## config.mk

```make
export PLATFORM = sky130hd
export DESIGN_NAME = seven_seg_scan_driver
export DESIGN_NICKNAME = d
export VERILOG_FILES = /design/src/rtl/seg7_pkg.sv /design/src/rtl/seg7_scan_prescaler.sv /design/src/rtl/seven_seg_scan_driver.sv
export SDC_FILE = /design/constraint.sdc
export NUM_CORES = 1
export LEC_CHECK = 0
export CAP_MARGIN = 20
export CELL_PAD_IN_SITES_DETAIL_PLACEMENT = 1
export CELL_PAD_IN_SITES_GLOBAL_PLACEMENT = 1
export CORE_ASPECT_RATIO = 0.8
export CORE_MARGIN = 5
export CORE_UTILIZATION = 45
export DETAILED_ROUTE_END_ITERATION = 8
export GPL_TIMING_DRIVEN = 0
export PLACE_DENSITY = 0.95
export SYNTH_ARGS = -nofsm -noshare
export SYNTH_HDL_FRONTEND = slang
export SYNTH_SLANG_ARGS = --single-unit
```

## constraint.sdc

```tcl
create_clock -name Clock -period 4.6 [get_ports Clock]
set_clock_uncertainty 0.05 [all_clocks]
set_input_delay 0.92 -clock Clock [delete_from_list [all_inputs] [get_ports Clock]]
set_output_delay 0.92 -clock Clock [all_outputs]
set_load 0.01 [all_outputs]
```

## src/rtl/seg7_pkg.sv

```systemverilog
// Shared definitions for the 7-segment scan driver: active-low segment
// codes (bit 6 = segment g ... bit 0 = segment a), the digit-index type
// and the index -> active-low digit-enable decode.
package seg7_pkg;

   localparam logic [6:0] OFF   = 7'h7F;
   localparam logic [6:0] MINUS = 7'h3F;
   localparam logic [6:0] ZERO  = 7'h40;
   localparam logic [6:0] ONE   = 7'h79;
   localparam logic [6:0] TWO   = 7'h24;
   localparam logic [6:0] THREE = 7'h30;
   localparam logic [6:0] FOUR  = 7'h19;
   localparam logic [6:0] FIVE  = 7'h12;
   localparam logic [6:0] SIX   = 7'h02;
   localparam logic [6:0] SEVEN = 7'h78;
   localparam logic [6:0] EIGHT = 7'h00;
   localparam logic [6:0] NINE  = 7'h10;

   // Slot 0 = units, 1 = tens, 2 = hundreds, 3 = sign.
   typedef logic [1:0] digit_idx_t;

   // Captured per-digit codes, held stable for the whole scan.
   typedef struct packed {
      logic [6:0] sign;
      logic [6:0] d2;
      logic [6:0] d1;
      logic [6:0] d0;
   } seg_codes_t;

   // One-hot-low digit enable for a slot index.
   function automatic logic [3:0] an_decode(input digit_idx_t idx);
      logic [3:0] an_v;
      an_v = 4'b1111;
      case (idx)
         2'd0:    an_v = 4'b1110;
         2'd1:    an_v = 4'b1101;
         2'd2:    an_v = 4'b1011;
         2'd3:    an_v = 4'b0111;
         default: an_v = 4'b1111;
      endcase
      return an_v;
   endfunction

endpackage

```

## src/rtl/seg7_scan_prescaler.sv

```systemverilog
// Slot timebase: prescaler counting 0..SCAN_DIV-1, the 2-bit slot index
// that advances on each prescaler wrap, and the frame-boundary strobe
// (a wrap while the index is on the sign digit).
module seg7_scan_prescaler
   import seg7_pkg::*;
#(
   parameter  int SCAN_DIV = 50000,
   localparam int PW       = $clog2(SCAN_DIV)
) (
   input  logic          clk,
   input  logic          rst_n,
   output logic [PW-1:0] count,
   output digit_idx_t    idx,
   output logic          frame
);

   logic [PW-1:0] count_r;
   digit_idx_t    idx_r;
   logic          tick_s;

   // End of the current digit slot.
   assign tick_s = (count_r == PW'(SCAN_DIV - 1));
   assign frame  = tick_s & (idx_r == 2'd3);
   assign count  = count_r;
   assign idx    = idx_r;

   // Prescaler and slot index; index steps once per completed slot.
   always_ff @(posedge clk or negedge rst_n) begin
      if (!rst_n) begin
         count_r <= '0;
         idx_r   <= 2'd0;
      end else if (tick_s) begin
         count_r <= '0;
         idx_r   <= idx_r + 2'd1;
      end else begin
         count_r <= count_r + PW'(1);
         idx_r   <= idx_r;
      end
   end

endmodule

```

## src/rtl/seven_seg_scan_driver.sv

```systemverilog
// Four-digit multiplexed 7-segment driver. Captures Sign/D2/D1/D0 and
// TooLarge on a frame boundary via a Load/Busy/Ack handshake, scans the
// shadow codes onto a shared active-low bus, and blinks the display while
// the captured TooLarge is set.
// Optional build macro SCAN_DEADTIME_EN: blanks An/Seg for the first
// DEAD_CYCLES cycles of every slot (anti-ghosting dead time).
module seven_seg_scan_driver
   import seg7_pkg::*;
#(
   parameter int SCAN_DIV     = 50000,
   parameter int BLINK_FRAMES = 64,
   parameter int DEAD_CYCLES  = 8
) (
   input  logic       Clock,
   input  logic       ResetN,
   input  logic [6:0] Sign,
   input  logic [6:0] D2,
   input  logic [6:0] D1,
   input  logic [6:0] D0,
   input  logic       TooLarge,
   input  logic       Load,
   output logic       Busy,
   output logic       Ack,
   output logic [6:0] Seg,
   output logic [3:0] An
);

   localparam int PW = $clog2(SCAN_DIV);
   localparam int FW = (BLINK_FRAMES > 1) ? $clog2(BLINK_FRAMES) : 1;

`ifdef SCAN_DEADTIME_EN
   localparam logic DEAD_EN = 1'b1;
`else
   localparam logic DEAD_EN = 1'b0;
`endif

   logic [PW-1:0] count_s;
   digit_idx_t    idx_s;
   logic          frame_s;
   logic          capture_s;
   logic          restart_s;
   logic          wrap_s;
   logic          dead_s;
   logic          busy_r;
   logic          ack_r;
   seg_codes_t    shadow_r;
   logic          tl_r;
   logic [FW-1:0] frame_cnt_r;
   logic          blank_r;
   logic [6:0]    code_s;

   seg7_scan_prescaler #(
      .SCAN_DIV (SCAN_DIV)
   ) u_prescaler (
      .clk   (Clock),
      .rst_n (ResetN),
      .count (count_s),
      .idx   (idx_s),
      .frame (frame_s)
   );

   // A Load in the boundary cycle itself is served by that capture.
   assign capture_s = frame_s & (busy_r | Load);
   assign restart_s = capture_s & ~tl_r & TooLarge;
   assign wrap_s    = (frame_cnt_r == FW'(BLINK_FRAMES - 1));
   assign dead_s    = DEAD_EN & (count_s < PW'(DEAD_CYCLES));

   // Handshake: pending-request flag and one-cycle capture acknowledge.
   always_ff @(posedge Clock or negedge ResetN) begin
      if (!ResetN) begin
         busy_r <= 1'b0;
         ack_r  <= 1'b0;
      end else begin
         ack_r <= capture_s;
         if (capture_s) begin
            busy_r <= 1'b0;
         end else if (Load) begin
            busy_r <= 1'b1;
         end else begin
            busy_r <= busy_r;
         end
      end
   end

   // Shadow registers: snapshot of the converter outputs at capture.
   always_ff @(posedge Clock or negedge ResetN) begin
      if (!ResetN) begin
         shadow_r <= '{sign: OFF, d2: OFF, d1: OFF, d0: OFF};
         tl_r     <= 1'b0;
      end else if (capture_s) begin
         shadow_r <= '{sign: Sign, d2: D2, d1: D1, d0: D0};
         tl_r     <= TooLarge;
      end else begin
         shadow_r <= shadow_r;
         tl_r     <= tl_r;
      end
   end

   // Blink timebase: frame counter and visible/blank phase; a fresh
   // overflow starts on a visible half-period.
   always_ff @(posedge Clock or negedge ResetN) begin
      if (!ResetN) begin
         frame_cnt_r <= '0;
         blank_r     <= 1'b0;
      end else if (restart_s) begin
         frame_cnt_r <= '0;
         blank_r     <= 1'b0;
      end else if (frame_s) begin
         if (wrap_s) begin
            frame_cnt_r <= '0;
            blank_r     <= ~blank_r;
         end else begin
            frame_cnt_r <= frame_cnt_r + FW'(1);
            blank_r     <= blank_r;
         end
      end else begin
         frame_cnt_r <= frame_cnt_r;
         blank_r     <= blank_r;
      end
   end

   // Select the shadow code for the active slot.
   always_comb begin
      code_s = OFF;
      case (idx_s)
         2'd0:    code_s = shadow_r.d0;
         2'd1:    code_s = shadow_r.d1;
         2'd2:    code_s = shadow_r.d2;
         2'd3:    code_s = shadow_r.sign;
         default: code_s = OFF;
      endcase
   end

   // Display outputs decoded from registered state only.
   always_comb begin
      An  = 4'b1111;
      Seg = OFF;
      if (dead_s) begin
         An  = 4'b1111;
         Seg = OFF;
      end else begin
         An = an_decode(idx_s);
         if (tl_r && blank_r) begin
            Seg = OFF;
         end else begin
            Seg = code_s;
         end
      end
   end

   assign Busy = busy_r;
   assign Ack  = ack_r;

endmodule

```

Word level (Yosys, flattened, before mapping)
Index checks and enable logic that the tools add are counted.
{"block": "op_classes", "addsub": 3, "eq_ne": 5, "mux": 12, "n_bitwise": 7, "reduce_logical": 6}
{"cell": "case mux 7 bit (4 select lines)", "n": 1}
{"cell": "2-to-1 mux 6 bit", "n": 3}
{"cell": "adder 16 x 1 -> 16 bit, second input constant", "n": 1}
{"cell": "equality test 16 bit, second input constant", "n": 1}
{"cell": "2-to-1 mux 16 bit", "n": 1}
{"cell": "case mux 4 bit (4 select lines)", "n": 1}
{"cell": "2-to-1 mux 7 bit", "n": 1}
{"cell": "adder 6 x 1 -> 6 bit, second input constant", "n": 1}
{"cell": "equality test 6 bit, second input constant", "n": 1}
{"cell": "nonzero test 2 bit", "n": 3}
{"cell": "2-to-1 mux 1 bit", "n": 5}
{"cell": "AND 1 bit", "n": 4}
{"cell": "equality test 2 bit, second input constant", "n": 2}
{"cell": "adder 2 x 1 -> 2 bit, second input constant", "n": 1}
{"cell": "equality test 2 x 1 -> 1 bit, second input constant", "n": 1}
{"cell": "zero test 2 bit", "n": 1}
{"cell": "inverter 1 bit", "n": 2}
{"cell": "AND reduction 2 bit", "n": 1}
{"cell": "logical AND 1 bit", "n": 1}
{"cell": "OR 1 bit", "n": 1}
{"block": "totals", "regBits": 56, "inputBits": 32, "out_inout_bits": 13, "elab_cells": 44}

Longest topological paths before layout
{"block": "depth", "ltp_word": 7, "mapped_depth": 8, "ltp_nobuf": 6}

By module
From an unflattened synthesis, not the netlist that was laid out.
{"block": "hier_totals", "hier_cells": 203, "area_unflattened_um2": 2655.0}
{"module": "seven_seg_scan_driver", "n_inst": 1, "cells_each": 126, "area_per_inst_um2": 1803.0, "seq_area_each_um2": 985.9}
{"module": "seg7_scan_prescaler", "n_inst": 1, "cells_each": 77, "area_per_inst_um2": 852.1, "seq_area_each_um2": 450.4}

Worst setup path before layout
No wires, ideal clock.
{"block": "synth_path", "path_type": "register to output", "from": "register u_prescaler.idx_r[0] (netlist: u_prescaler.idx[0])", "to": "output Seg[4]", "arrival_time_ps": 1315, "required_time_ps": 3630, "path_slack_ps": 2315, "path_stages_with_launch": 8, "path_buffers": 1, "cell_sequence": "dfrtp_1 -> inv_1 -> ha_1 -> clkbuf_1 -> a222oi_1 -> nand2_1 -> o21ai_0 -> nand2_1"}
{"block": "synth_between", "elab_chain_len": 3, "word_cells_on_any_way": 6, "cone_classes": "3 x eq/ne; 2 x mux; 1 x reduce/logical"}
{"item": "start: declaration", "line_no": "seg7_scan_prescaler.sv:18", "source": "digit_idx_t idx_r;"}
{"item": "start signal: assignment", "line_no": "seg7_scan_prescaler.sv:34", "source": "idx_r <= idx_r + 2'd1;"}
{"item": "start signal: assignment", "line_no": "seg7_scan_prescaler.sv:37", "source": "idx_r <= idx_r;"}
{"item": "equality test 2 bit (tied with other cells)", "line_no": "seven_seg_scan_driver.sv:125", "source": "case (idx_s)"}
{"item": "case mux 7 bit (4 select lines) (*)", "line_no": "seven_seg_scan_driver.sv:125"}
{"item": "2-to-1 mux 7 bit (*)", "line_no": "seven_seg_scan_driver.sv:143", "source": "if (tl_r && blank_r) begin"}
{"item": "end: declaration", "line_no": "seven_seg_scan_driver.sv:24", "source": "output logic [6:0] Seg,"}
Every way passes the cells marked *; elsewhere a longest branch is shown, timed or not.

Final worst setup path
{"block": "layout_path", "from": "register u_prescaler.idx_r[0] (netlist: u_prescaler.idx[0])", "to": "output Seg[2]"}
The elaborated chain is that of the path after synthesis.

==> out/results.txt <==
measured slew at the worst slew-check pin = 505 ps
Pwr per Cell Area = 273 nW/um2
Final period util = 0.771
drt wl/cell = 20.2 um
CP Launch Type = flop
Max VDD drop = 0.124 mV
post-CTS sizing = 0
r2r setup slk = 2270 ps
Cell Area, Placed = 3300 um2
RSZ-0062 raised after global routing = false
vias in the first global route = 2310
# hold bufs at CTS = 0
total power = 931 uW
CP dominant cell by count = nand2_1
critical path class = flop to output pin
FP Rows = 25
Post-synth ARST share = 1.00
Worst Hold Path Cells = 1
GR Overflow Total = 0
Die ar. = 7770 um2
area delta synth->final = 24.2%
Critical Path Slowest Stage Cell = a222oi_1
CTS tree = built
Setup Viol. Count Final = 0
Initial Util = 0.464
first-pass GRT wire length = 12500 um
share of post-route cells with drive strength above 1 = 0.273
Slew Viols, Final = 0
sequential element share of the synthesized area = 0.523
post-synthesis instance area = 2750 um2
status = complete, no violations
Reg2Reg Launch Point = u_prescaler.idx[1]$_DFFE_PN0N_
yosys warns = 0
Final TNS setup = 0 ps
PortBufs = 44
WP data arrival = 2570 ps
Avg Synthesized Cell Area = 11.8 um2
Root Buffer = clkbuf_8
# diodes = 0
PnR worst setup slack = 1060 ps
htree depth = 2
max frequency = 282 MHz
Core Region = 5910 um2
DIE WIDTH = 97.3 um
Die Height = 79.9 um
Via density = 5.57
Iteration-0 DRC Markers = 78
Reg2Reg Depth = 8
Fin. Hold Viols = 0
Worst Path Buf+Inv = 3
DRC errors left = 0
hold path start = u_prescaler.count[0]$_DFF_PN0_
first drt pass iteration count = 4
Final Instance Count excl. Fillers = 367
Vias = 2046
hold_ws = 464 ps
max cap viols = 0
CTS max path bufs = 2
crit path cell chain = inv_1 -> ha_1 -> clkbuf_1 -> a222oi_1 -> nand2_1 -> o21ai_0 -> nand2_1 -> clkdlybuf4s50_1
Mapped Cells = 233
Worst path max stage delay = 500 ps
Place WS = 1440 ps
syn_nets = 271
Hold WC Path Type = flop to flop
Hold EP = u_prescaler.count[0]$_DFF_PN0_
CP delay by family, top = buffers and inverters
leakage dissipation = 1.40 nW
NumNets Final = 323
Global Route Usage Sum = 0.210
CP required = 3630 ps
worst-path fanout max = 8
Final ANT Viol Nets = 0
postcts setup bufs = 0
min Tclk post-route = 3540 ps
Layout Utilization = 0.577
Worst slew margin = 0.663
RR Endpoint = shadow_r[18]$_DFFE_PN1P_
post-route cell area = 3410 um2
number of synthesized flops with an enable pin = 0
unique cell type count in the Yosys netlist = 36
Worst-Skew Late Latency = 330 ps
Clock Sink Count = 56
largest net degree at the start of global routing = 40
Synth Register Bits = 56
DP HPWL = 5480 um
I/O pin count = 45
Placed Cells = 359
cts bufs inserted = 5
Post-Route WL = 7420 um
kind of end point of the critical path = output pin
clk slew on worst S/H paths = 100 ps
Main synth FF type = dfstp_2
GPL Wtd Cong = 0.772
antenna violations before repair = 0
sequential cells by signal, summed over array words and instances (netlist names):
| name | cells |
|---|---|
| Busy | 1 |
| u_prescaler.count | 16 |
| u_prescaler.idx | 2 |
| shadow_r | 28 |
| blank_r | 1 |
| frame_cnt_r | 6 |
| Ack | 1 |
| tl_r | 1 |
routing by layer:
metal | routed length (um) | vias to the layer above | GRT usage
met5 | 0 | - | 0
met4 | 159 | 0 | 0.0858
met3 | 259 | 15 | 0.0341
met2 | 3870 | 52 | 0.381
met1 | 3130 | 1051 | 0.249
li1 | - | 928 | -
layout make-up:
cell class,count,area [um2]
plain buffers,9,63.8
clock buffers,6,72.6
clock inverters,2,35.0
fillers,617,2500
inverters,10,37.5
multi-input cells,158,1210
flip-flops and latches,56,1440
well taps,81,101
repair buffers,45,455
how the worst max path moves through the flow:
stage                                         startpoint                          to  slack, ps  cells after the start
after floorplan           u_prescaler.idx[0]$_DFFE_PN0N_                      Seg[4]       2320                      7
after global placement                            ResetN  frame_cnt_r[2]$_DFFE_PN0P_        910                      1
after detailed placement  u_prescaler.idx[0]$_DFFE_PN0N_                      Seg[2]       1440                      8
after CTS                 u_prescaler.idx[0]$_DFFE_PN0N_                      Seg[2]       1050                      8
after global routing      u_prescaler.idx[0]$_DFFE_PN0N_                      Seg[2]        920                      8
final                     u_prescaler.idx[0]$_DFFE_PN0N_                      Seg[2]       1060                      8
Yosys cell counts (4+ instances only):
| cell | count | area [um2] |
|---|---|---|
| clkbuf_1 | 4 | 15.0 |
| ha_1 | 6 | 75.1 |
| nand3_1 | 12 | 60.1 |
| nand4_1 | 7 | 43.8 |
| dfrtp_1 | 28 | 701 |
| nor2_1 | 16 | 60.1 |
| mux2_4 | 10 | 150 |
| mux2_2 | 20 | 225 |
| xnor2_1 | 11 | 96.3 |
| xor2_1 | 4 | 35.0 |
| dfstp_2 | 28 | 736 |
| a222oi_1 | 7 | 70.1 |
| inv_1 | 10 | 37.5 |
| nand2_1 | 25 | 93.8 |
| o21ai_0 | 13 | 65.1 |
cells by family after synthesis:
family	share of synthesized area
fa+ha+maj	0.0273
flops	0.523
simple gates	0.166
mux	0.140
compound gates	0.0583
xor+xnor	0.0479
buf+inv	0.0369
report_power, final:
part / switching [mW] / internal (mW)
clock network: 0.165 / 0.162
registers: 0.00935 / 0.516
logic: 0.0307 / 0.0475
cells in the final DEF, fill, tap and decap left out, drive strengths merged, types with 4 or more instances in the layout:
cell type,n
xor2,4
dfrtp,28
o21ai,13
clkbuf,10
clkdlybuf4s50,43
inv,10
a222oi,7
ha,6
nand3,12
buf,7
nor2,17
nand4,8
dfstp,28
mux2,30
nand2,25
xnor2,11
Note: power is estimated with default switching activity, not from simulation.
